**src/rtl/lcd_timing_pkg.sv**
```systemverilog
// Shared 800x480 panel timing constants and control-line bundle.
// The character renderer imports this same package.
package lcd_timing_pkg;

    localparam int unsigned H_ACTIVE = 800;
    localparam int unsigned H_FRONT  = 210;
    localparam int unsigned H_SYNC   = 1;
    localparam int unsigned H_BACK   = 45;
    localparam int unsigned V_ACTIVE = 480;
    localparam int unsigned V_FRONT  = 22;
    localparam int unsigned V_SYNC   = 1;
    localparam int unsigned V_BACK   = 22;
    localparam int unsigned LAT      = 2;

    localparam int unsigned H_TOTAL = H_SYNC + H_BACK + H_ACTIVE + H_FRONT;
    localparam int unsigned V_TOTAL = V_SYNC + V_BACK + V_ACTIVE + V_FRONT;
    localparam int unsigned H_START = H_SYNC + H_BACK;
    localparam int unsigned V_START = V_SYNC + V_BACK;

    localparam int unsigned X_W = 10;
    localparam int unsigned Y_W = 9;
    localparam int unsigned H_W = 11;
    localparam int unsigned V_W = 10;

    // Panel control lines as they travel through the alignment delay line.
    typedef struct packed {
        logic hd;
        logic vd;
        logic den;
    } ctrl_t;

    localparam ctrl_t CTRL_IDLE = '{hd: 1'b1, vd: 1'b1, den: 1'b0};

endpackage

```
**src/rtl/lcd_delay_line.sv**
```systemverilog
// Depth x width shift register with clock enable and a reset fill value.
// DEPTH=0 is a straight wire.
module lcd_delay_line #(
    parameter int unsigned      DEPTH = 2,
    parameter int unsigned      WIDTH = 3,
    parameter logic [WIDTH-1:0] FILL  = '0
) (
    input  logic             clk_i,
    input  logic             rst_i,
    input  logic             en_i,
    input  logic [WIDTH-1:0] d_i,
    output logic [WIDTH-1:0] q_o
);

    generate
        if (DEPTH == 0) begin : g_bypass
            logic unused_bypass;
            assign unused_bypass = clk_i ^ rst_i ^ en_i;
            assign q_o = d_i;
        end else begin : g_shift
            logic [WIDTH-1:0] stage_q [DEPTH];

            always_ff @(posedge clk_i) begin
                if (rst_i) begin
                    for (int unsigned i = 0; i < DEPTH; i++) begin
                        stage_q[i] <= FILL;
                    end
                end else if (en_i) begin
                    stage_q[0] <= d_i;
                    for (int unsigned i = 1; i < DEPTH; i++) begin
                        stage_q[i] <= stage_q[i-1];
                    end
                end
            end

            assign q_o = stage_q[DEPTH-1];
        end
    endgenerate

endmodule

```
**src/rtl/lcd_timing_gen.sv**
```systemverilog
// Pixel clock and raster timing for the parallel-RGB panel; HD/VD/DEN are
// delayed by the renderer latency so they line up with its pixel output.
module lcd_timing_gen
    import lcd_timing_pkg::*;
#(
    parameter int unsigned T_H_ACTIVE = H_ACTIVE,
    parameter int unsigned T_H_FRONT  = H_FRONT,
    parameter int unsigned T_H_SYNC   = H_SYNC,
    parameter int unsigned T_H_BACK   = H_BACK,
    parameter int unsigned T_V_ACTIVE = V_ACTIVE,
    parameter int unsigned T_V_FRONT  = V_FRONT,
    parameter int unsigned T_V_SYNC   = V_SYNC,
    parameter int unsigned T_V_BACK   = V_BACK,
    parameter int unsigned T_LAT      = LAT
) (
    input  logic           CLK,
    input  logic           RST,
    output logic           NCLK,
    output logic           PIX_EN,
    output logic           GREST,
    output logic           HD,
    output logic           VD,
    output logic           DEN,
    output logic           REQ,
    output logic [X_W-1:0] X,
    output logic [Y_W-1:0] Y,
    output logic           FRAME
);

    localparam int unsigned H_TOT = T_H_SYNC + T_H_BACK + T_H_ACTIVE + T_H_FRONT;
    localparam int unsigned V_TOT = T_V_SYNC + T_V_BACK + T_V_ACTIVE + T_V_FRONT;
    localparam int unsigned H_ST  = T_H_SYNC + T_H_BACK;
    localparam int unsigned V_ST  = T_V_SYNC + T_V_BACK;

    logic           ph_q;
    logic           grest_q;
    logic [H_W-1:0] h_q, h_d;
    logic [V_W-1:0] v_q, v_d;
    logic           hd_e_q, hd_e_d;
    logic           vd_e_q, vd_e_d;
    logic           req_q, req_d;
    logic           frame_q, frame_d;
    logic [X_W-1:0] x_q, x_d;
    logic [Y_W-1:0] y_q, y_d;
    logic           h_last, v_last;
    ctrl_t          early, late;

    // Early signals describe the pixel the counters point at; the counters
    // move on to the next pixel on the same tick.
    always_comb begin
        h_last  = (h_q == H_W'(H_TOT - 1));
        v_last  = (v_q == V_W'(V_TOT - 1));
        h_d     = h_last ? '0 : h_q + 1'b1;
        v_d     = v_q;
        if (h_last) begin
            v_d = v_last ? '0 : v_q + 1'b1;
        end
        hd_e_d  = (h_q >= H_W'(T_H_SYNC));
        vd_e_d  = (v_q >= V_W'(T_V_SYNC));
        req_d   = (h_q >= H_W'(H_ST)) && (h_q < H_W'(H_ST + T_H_ACTIVE))
               && (v_q >= V_W'(V_ST)) && (v_q < V_W'(V_ST + T_V_ACTIVE));
        x_d     = req_d ? X_W'(h_q - H_W'(H_ST)) : '0;
        y_d     = req_d ? Y_W'(v_q - V_W'(V_ST)) : '0;
        frame_d = (h_q == '0) && (v_q == '0);
    end

    always_ff @(posedge CLK) begin
        if (RST) begin
            ph_q    <= 1'b0;
            grest_q <= 1'b0;
            h_q     <= '0;
            v_q     <= '0;
            hd_e_q  <= 1'b1;
            vd_e_q  <= 1'b1;
            req_q   <= 1'b0;
            frame_q <= 1'b0;
            x_q     <= '0;
            y_q     <= '0;
        end else begin
            ph_q    <= ~ph_q;
            grest_q <= 1'b1;
            if (ph_q) begin
                h_q     <= h_d;
                v_q     <= v_d;
                hd_e_q  <= hd_e_d;
                vd_e_q  <= vd_e_d;
                req_q   <= req_d;
                frame_q <= frame_d;
                x_q     <= x_d;
                y_q     <= y_d;
            end
        end
    end

    assign early = '{hd: hd_e_q, vd: vd_e_q, den: req_q};

    lcd_delay_line #(
        .DEPTH (T_LAT),
        .WIDTH ($bits(ctrl_t)),
        .FILL  (CTRL_IDLE)
    ) u_align (
        .clk_i (CLK),
        .rst_i (RST),
        .en_i  (ph_q),
        .d_i   (early),
        .q_o   (late)
    );

    assign NCLK   = ph_q;
    assign PIX_EN = ph_q;
    assign GREST  = grest_q;
    assign HD     = late.hd;
    assign VD     = late.vd;
    assign DEN    = late.den;
    assign REQ    = req_q;
    assign X      = x_q;
    assign Y      = y_q;
    assign FRAME  = frame_q;

endmodule

```
**config.mk**
```make
export PLATFORM = sky130hd
export DESIGN_NAME = lcd_timing_gen
export DESIGN_NICKNAME = d
export VERILOG_FILES = /design/src/rtl/lcd_timing_pkg.sv /design/src/rtl/lcd_delay_line.sv /design/src/rtl/lcd_timing_gen.sv
export SDC_FILE = /design/constraint.sdc
export NUM_CORES = 1
export LEC_CHECK = 0
export ABC_AREA = 1
export BUFFER_PORTS_ARGS = -buffer_cell sky130_fd_sc_hd__clkbuf_2
export CORE_ASPECT_RATIO = 0.5
export CORE_MARGIN = 1.5
export CORE_UTILIZATION = 58
export DETAILED_ROUTE_END_ITERATION = 10
export HOLD_SLACK_MARGIN = 0.05
export PLACE_DENSITY = 0.84
export SYNTH_ARGS = -nofsm -noshare
export SYNTH_HDL_FRONTEND = slang
export SYNTH_SLANG_ARGS = --single-unit
```
**constraint.sdc**
```tcl
create_clock -name CLK -period 2.25 [get_ports CLK]
set_clock_uncertainty 0.15 [all_clocks]
set_input_delay 0.225 -clock CLK [delete_from_list [all_inputs] [get_ports CLK]]
set_output_delay 0.225 -clock CLK [all_outputs]
set_load 0.02 [all_outputs]
```
Word level (Yosys, flattened, before mapping)
Memory sizes are Yosys's and may differ from the RTL's.
Cells that the tools add are included.
{ "word_totals": {"register_bits": 46, "ram_bits": 6, "input_bits": 2, "elab_cells": 45, "mem_count": 1} }
{ "op_classes": {"addsub": 4, "n_lt_le_gt_ge": 6, "eq_ne": 2, "muxes": 12, "bitwise": 3, "reduce_logical": 7} }
{ "mem_list": {"columns": ["name", "depth", "word_bits", "rd", "rd_clocked_by_memory_dff", "write_ports", "line_no", "rtl"], "rows": [
  ["u_align.g_shift.stage_q", 2, 3, 2, 0, 2, "lcd_delay_line.sv:21", "logic [WIDTH-1:0] stage_q [DEPTH];"]
]} }
{ "ops": {"columns": ["cell", "n"], "rows": [
  ["10-bit two-way mux", 2],
  ["11-bit by 1-bit adder with 11-bit output, second input constant", 1],
  ["11-bit equality test, second input constant", 1],
  ["11-bit by 1-bit >= comparator with 1-bit output, second input constant", 1],
  ["11-bit by 6-bit >= comparator with 1-bit output, second input constant", 1],
  ["11-bit logical NOT", 1],
  ["11-bit by 10-bit < comparator with 1-bit output, second input constant", 1],
  ["11-bit two-way mux", 1],
  ["10-bit by 1-bit adder with 10-bit output, second input constant", 1],
  ["10-bit equality test, second input constant", 1],
  ["10-bit by 1-bit >= comparator with 1-bit output, second input constant", 1],
  ["10-bit by 5-bit >= comparator with 1-bit output, second input constant", 1],
  ["10-bit logical NOT", 1],
  ["10-bit by 9-bit < comparator with 1-bit output, second input constant", 1],
  ["10-bit by 6-bit subtractor with 10-bit output, second input constant", 1],
  ["9-bit two-way mux", 1],
  ["9-bit by 5-bit subtractor with 9-bit output, second input constant", 1],
  ["1-bit two-way mux", 6],
  ["3-bit two-way mux", 2],
  ["1-bit logical AND", 4],
  ["1-bit OR", 2],
  ["2-bit AND reduction", 1],
  ["1-bit inverter", 1]
]} }

Longest topological paths before layout
Gate-level depths: netlist (run 1).
{ "depth": {"ltp_word": 5, "mapped_depth": 11, "ltp_nobuf": 10} }

Cells and area by module
A second synthesis (run 1) with hierarchy kept.
{ "unflattened": {"hier_cells": 395, "area_unflattened_um2": 2826.5} }
{ "modules_own_cells": {"columns": ["mod", "instances", "cells_per_inst", "area_per_inst_um2", "seq_area_each_um2"], "rows": [
  ["lcd_timing_gen", 1, 369, 2557.5, 920.9],
  ["lcd_delay_line", 1, 26, 269.0, 180.2]
]} }

Worst setup path after synthesis (run 1)
OpenSTA, ideal clock, no wires.
{ "synth_timing": {"kind": "reg-to-reg", "start": "register v_q[0]", "end": "register y_q[2] (netlist: Y[2])", "setup_time_ns": 0.059, "arrival_ns": 1.472, "setup_slack_ns": 0.569, "path_stages_with_launch": 11, "path_cell_list": "dfxtp_1 -> ha_1 -> nand2_1 -> nand2_1 -> nand2_1 -> nand3b_1 -> nand2_1 -> nor2_4 -> buf_6 -> nand2_1 -> nand2_1"} }
{ "synth_between": {"elab_chain_len": 4} }
{ "synth_rtl": {"columns": ["item", "line_no", "rtl"], "rows": [
  ["start, declared", "lcd_timing_gen.sv:38", "logic [V_W-1:0] v_q, v_d;"],
  ["start signal, assigned", "lcd_timing_gen.sv:84", "v_q <= v_d;"],
  ["10-bit by 5-bit >= comparator with 1-bit output", "lcd_timing_gen.sv:61", "&& (v_q >= V_W'(V_ST)) && (v_q < V_W'(V_ST + T_V_ACTIVE));"],
  ["1-bit logical AND (2 in a row)", "lcd_timing_gen.sv:61", null],
  ["9-bit two-way mux *", "lcd_timing_gen.sv:63", "y_d = req_d ? Y_W'(v_q - V_W'(V_ST)) : '0;"],
  ["end signal, assigned", "lcd_timing_gen.sv:90", "y_q <= y_d;"],
  ["end, declared", "lcd_timing_gen.sv:44", "logic [Y_W-1:0] y_q, y_d;"]
]} }
Every way passes the cells marked *; elsewhere a longest branch is shown, timed or not.
A chain may end at the register's enable or synchronous reset.

Worst setup path in the final report (run 1)
{ "layout_timing": {"start": "register v_q[0]", "end": "register y_q[0] (netlist: Y[0])"} }
The elaborated chain is that of the path after synthesis.

==> impl_metrics.tcl, run 1 <==
set metrics [dict create \
    swShare_pct 25.1 \
    n_antenna_cell 0 \
    p_comb_share_pct 5.1 \
    syn-instance-count 379 \
    cp.arrival_ps 2050 \
    post_cts_buffers 0 \
    cts.clk_slew.worst_paths_ps 100 \
    io_pins 29 \
    hold_viol 0 \
    clock_latency_ps 320 \
    dp_hpwl_um 4480 \
    synth-seq-area-share_pct 41.3 \
    dieWidth_um 98.9 \
    grt_overflow 0 \
    cp_top_family "simple AND/OR/NAND/NOR gates" \
    grt_usage_pct 25.7 \
    worstSetupStartpointType "register" \
    holdWs_ps 306 \
    internal-power_mw 1.20 \
    wl_per_cell_um 12.7 \
    period_share_pct 86.4 \
    status "finished, violations left" \
    powerDensity_mw_per_mm2 546 \
    leakagePower_nw 1.38 \
    syn_area_per_cell_um2 7.04 \
    hold_class "reg2reg" \
    critPathMaxFanout 19 \
    synth-seq-cells 52 \
    start_util_pct 60.6 \
    rsz0062_at_grt "no" \
    coreArea_mm2 0.00440 \
    cp_cell_sequence "ha_1, nand2_1, nand2_1, nand2_1, nand3b_1, nand2_1, nor2_4, nand2_1, nand2_1" \
    failed_checks "DRC" \
    dp_slack_ps 339 \
    cap_violations 0 \
    endpoint_kind "register" \
    cp_slowest_cell "dfxtp_1" \
    yosysWarningCount 0 \
    period_needed_ps 1940 \
    ir_drop_mv 0.286 \
    viasPerCell 5.21 \
    ctsResizeCount 0 \
    dr.pass1.iters 8 \
    fillers 381 \
    slew_headroom_pct 62.9 \
    portBuffers 28 \
    cts_tree "done" \
    antenna_found_initial 0 \
    clock_sinks 52 \
    dp.cells 456 \
    numCtsBuffers 5 \
    dieArea_mm2 0.00504 \
    final_cell_area_mm2 0.00295 \
    final_core_util_pct 66.9 \
    grt_max_degree 22 \
    clockBufferDepth 2 \
    grt_pass1_vias 2199 \
    p_sw_mw 0.404 \
    setup_tns_ps 0 \
    nNetsFinal 420 \
    gp_congestion 0.920 \
    power_mw 1.61 \
    dr_total_vias 2422 \
    first_iter_violations 152 \
    slowest_delay_ps 470 \
    slew_viol_final 0 \
    area_delta_synth_final_pct 10.5 \
    layout-drive-gt1-share_pct 13.0 \
    clockPowerShare_pct 35.1 \
    path_buf_inv 0 \
    worst_slew_pin_slew_ps 551 \
    drc 3 \
    fin_cells 465 \
    placed_area_mm2 0.00284 \
    netlist_area_mm2 0.00267 \
    rows 17 \
    grt_pass1_wl_um 10000 \
    die_h_um 50.9 \
    syn_nets 392 \
    setup_ws_ps 306 \
    fmax_mhz 514 \
    cts_root_buf "clkbuf_8" \
    path_class "reg2reg" \
    seq_power_share_pct 59.8 \
    htree_levels 2 \
    wl_um 5930 \
    setup_viol_count_final 0 \
    cp_common_cell "nand2_1" \
    synth.distinct_cells 29 \
    ant_nets 0 \
    required_ps 2360 \
]
[cells in the mapped netlist, drive strengths merged]
library cell	count	area, µm²
buf	10	61.3
ha	11	138
nor3	8	45.0
o21ai	5	25.0
clkbuf	3	11.3
a31oi	1	6.26
nor2	40	160
nand4	6	37.5
dfxtp	46	921
nor4	1	6.26
xor2	14	123
inv	44	165
nor3b	1	7.51
nand3	33	170
o22ai	1	6.26
nand2	127	479
edfxtp	6	180
nand3b	2	15.0
or2	4	25.0
a21oi	16	83.8
[final cells by class]
| cell class | instances | area, µm² | area share [%] |
|---|---|---|---|
| Multi-Input combinational cell | 270 | 1330 | 45.1 |
| Sequential cell | 52 | 1100 | 37.4 |
| Timing Repair Buffer | 34 | 188 | 6.37 |
| Inverter | 44 | 165 | 5.61 |
| Tap cell | 57 | 71.3 | 2.42 |
| Clock buffer | 5 | 68.8 | 2.34 |
| Clock inverter | 3 | 25.0 | 0.849 |
[placed cells by master (no fill, tap or decap)]
master         synthesis  final
nand4_1                6      6
nor3_1                 7      7
a21oi_1               15     15
o21ai_0                5      5
clkinvlp_4             0      1
a31oi_1                1      1
nand3_2                1      1
or2_2                  4      4
ha_1                  11     11
nor2_4                 1      1
edfxtp_1               6      6
nand2_2                1      1
nor3b_1                1      1
inv_1                 42     42
clkbuf_8               0      5
inv_2                  2      2
xor2_1                14     14
a21oi_2                1      1
dlygate4sd3_1          0      1
nand2_1              126    126
nor2_2                 1      1
dfxtp_1               46     46
nor3_2                 1      1
inv_6                  0      2
clkbuf_2               0     28
o22ai_1                1      1
nor4_1                 1      1
nor2_1                38     38
buf_4                  2      5
nand3b_1               2      2
nand3_1               32     32
[tightest hold or removal path, delay by kind of cell, from the launching register on]
family / cells / cell delay [ps]
flip-flops: 1 / 320
AND/OR/NAND/NOR: 2 / 100
[worst paths after layout]
kind	from	to	slack, ps	cells after the start
worst max-delay path	v_q[0]	Y[0]	310	9
worst min register to register	Y[7]	Y[7]	310	2
worst min-delay path	Y[7]	Y[7]	310	2
worst max register to register	v_q[0]	Y[0]	310	9
[flip-flops by register name, indices dropped and copies added (netlist names)]
name                     cells
FRAME                        1
v_q                         10
vd_e_q                       1
Y                            9
u_align.g_shift.stage_q      6
X                           10
NCLK                         1
REQ                          1
GREST                        1
hd_e_q                       1
h_q                         11
[power groups by stage]
stage / sequential (mW) / combinational, mW / clock (mW)
finish: 0.961 / 0.0819 / 0.565
global route: 0.963 / 0.0918 / 0.606
CTS: 0.961 / 0.0809 / 0.577
detailed placement: 0.983 / 0.0783 / 0
global placement: 0.981 / 0.0750 / 0
floorplan: 0.987 / 0.0456 / 0
[repair_timing]
| item | in CTS | in global routing |
|---|---|---|
| hold endpoints to repair | 1 | 0 |
| endpoints found under the setup margin | 0 | 0 |
| hold buffers | 1 | 0 |
[routing by layer]
metal / GRT usage [%] / share of wire, % / vias to the layer above
li1: - / - / 1236
met5: 0 / 0 / -
met2: 42.3 / 45 / 94
met3: 5.20 / 6.7 / 8
met1: 34.2 / 47 / 1084
met4: 8.81 / 1.3 / 0
[cells by family after synthesis]
group                      after synthesis  share of synthesized area, %
and+or+nand+nor                        222                          35.5
buffers and inverters                   57                          8.92
DFF                                     52                          41.3
AOI/OAI and AO/OA                       23                          4.55
xor gates and xnor gates                14                          4.60
adders and majority gates               11                          5.16
Note: power is estimated with default switching activity, not from simulation.
==> inputs of run 2 (changes only) <==
CORE_UTILIZATION = 52   (was 58)
PLACE_DENSITY = 0.8   (was 0.84)
clock period = 1.7 ns   (was 2.25 ns; I/O delays follow)
==> run 2 against run 1 <==
The run now ends clean; power rose by 40%; cell count rose by 9.2%; via count rose by 5.5%; largest power group unchanged; clock power rose by 51%; combinational power rose by 47%; clock-buffer cell count did not move; routed wire length rose by 7.7%; register-to-register slack got worse by 260 ps; sequential cell count did not move; first-iteration DRC count fell by 16%; maximum frequency rose by 18%; worst hold slack got worse by 0.65 ps.
==> impl_metrics.tcl, run 2 (same netlist as run 1, synthesis figures left out) <==
set metrics [dict create \
    hold_class "reg2reg" \
    layout_commonest_cell "nand2_1" \
    powerDensity_mw_per_mm2 683 \
    drc 0 \
    rsz0062_at_grt "yes" \
    nNetsFinal 450 \
    seq_area_mm2 0.00111 \
    hold_viol 0 \
    fillers 402 \
    cp.arrival_ps 1750 \
    critPathMaxFanout 9 \
    clock_sinks 52 \
    n_antenna_cell 0 \
    ant_nets 0 \
    fmax_mhz 605 \
    ir_drop_mv 0.520 \
    period_needed_ps 1650 \
    dp_slack_ps -121 \
    first_iter_violations 128 \
    dr.pass1.iters 5 \
    clockBufferDepth 2 \
    dr_total_vias 2555 \
    coreArea_mm2 0.00493 \
    fin_cells 508 \
    layout-drive-gt1-share_pct 23.1 \
    start_util_pct 54.1 \
    antenna_found_initial 0 \
    endpoint_kind "register" \
    htree_levels 2 \
    dp_hpwl_um 4600 \
    setup_ws_ps 48.1 \
    cp_cell_sequence "ha_1, nand2_1, nand2_1, nand2_1, nand3b_1, nand2_2, nor2_4, buf_6, nand2_1, nand2_1" \
    area_delta_synth_final_pct 23.2 \
    numCtsBuffers 5 \
    cp_slowest_cell "dfxtp_1" \
    holdWs_ps 305 \
    layout_common_cells "122 x nand2_1, 42 x dfxtp_1, 40 x inv_1" \
    cp_common_cell "nand2_1" \
    leakagePower_nw 1.56 \
    slew_viol_final 0 \
    setup_tns_ps 0 \
    dieArea_mm2 0.00559 \
    path_class "reg2reg" \
    io_pins 29 \
    final_cell_area_mm2 0.00329 \
    grt_pass1_wl_um 9980 \
    wl_per_cell_um 12.6 \
    placed_area_mm2 0.00304 \
    cts_root_buf "clkbuf_8" \
    largest_reg_flops 11 \
    cts.clk_slew.worst_paths_ps 90 \
    multi_input_area_mm2 0.00139 \
    required_ps 1800 \
    cts_tree "done" \
    grt_max_degree 22 \
    status "completed" \
    dp.cells 493 \
    rows 18 \
    grt_pass1_vias 2189 \
    period_share_pct 97.2 \
    clock_latency_ps 310 \
    dieWidth_um 104 \
    wl_um 6380 \
    regMostFlops "h_q" \
    slowest_delay_ps 390 \
    gp_congestion 0.975 \
    worst_slew_pin_slew_ps 376 \
    cap_violations 0 \
    worstSetupStartpointType "register" \
    grt_usage_pct 22.9 \
    grt_overflow 0 \
    setup_viol_count_final 0 \
    slew_headroom_pct 74.9 \
    die_h_um 53.6 \
    portBuffers 28 \
    viasPerCell 5.03 \
]
[run 2: cell count changes in the layout (fill, tap and decap cells not counted), moves of 4 or more]
cell	delta
buf_4	+26
nor2_1	-5
dfxtp_1	-4
nand2_1	-4
[run 2: stage by stage]
stage | utilization (%) | power (mW)
after floorplan | - | 1.37
after global placement | 61.6 | 1.41
after detailed placement | 61.6 | 1.41
after CTS | 64.9 | 2.24
after global routing | 66.6 | 2.32
final | 66.6 | 2.24
[run 2: worst paths after layout]
check	to	slack [ps]	depth (start not counted)	start
setup reg to reg	Y[6]	50	10	v_q[1]
hold reg to reg	Y[8]	310	2	Y[8]
hold / removal	Y[8]	310	2	Y[8]
setup / recovery	Y[6]	50	10	v_q[1]
[run 2: layer usage]
metal | track usage [%] | part of all wire [%] | vias up | wire length, µm
met2 | 40.9 | 46 | 77 | 2930
met3 | 4.60 | 6.3 | 13 | 402
met1 | 29.6 | 47 | 1167 | 2970
met5 | 0 | 0 | - | 0
li1 | - | - | 1298 | -
met4 | 4.86 | 1.2 | 0 | 78
[run 2: power by group]
group	internal (mW)	switching (mW)
Combinational	0.0424	0.0772
Sequential	1.26	0.0134
Clock	0.437	0.417
Total	1.74	0.508
[run 2: final cells by class]
cell class | instances | share of cell area (%)
clock inverters | 3 | 1.29
repair buffers | 64 | 12.8
multi-input cells | 270 | 42.2
flip-flops and latches | 52 | 33.8
inverters | 44 | 5.10
clock buffers | 5 | 2.09
well taps | 70 | 2.67
[run 2: critical path, delay by kind of cell, from the launching register on]
family / cells / cell delay [ps]
adders and majority gates: 1 / 190
buffers and inverters: 1 / 150
DFF: 1 / 390
and+or+nand+nor: 8 / 710
[run 2: timing repair]
| action | 4_1_cts | 5_1_grt |
|---|---|---|
| hold endpoints to repair | 2 | 0 |
| cloned | 0 | 1 |
| setup endpoints to repair | 26 | 34 |
| resized for setup | 5 | 25 |
| hold buffers | 1 | 0 |
| buffers inserted | 4 | 1 |
| pin swaps | 4 | 9 |
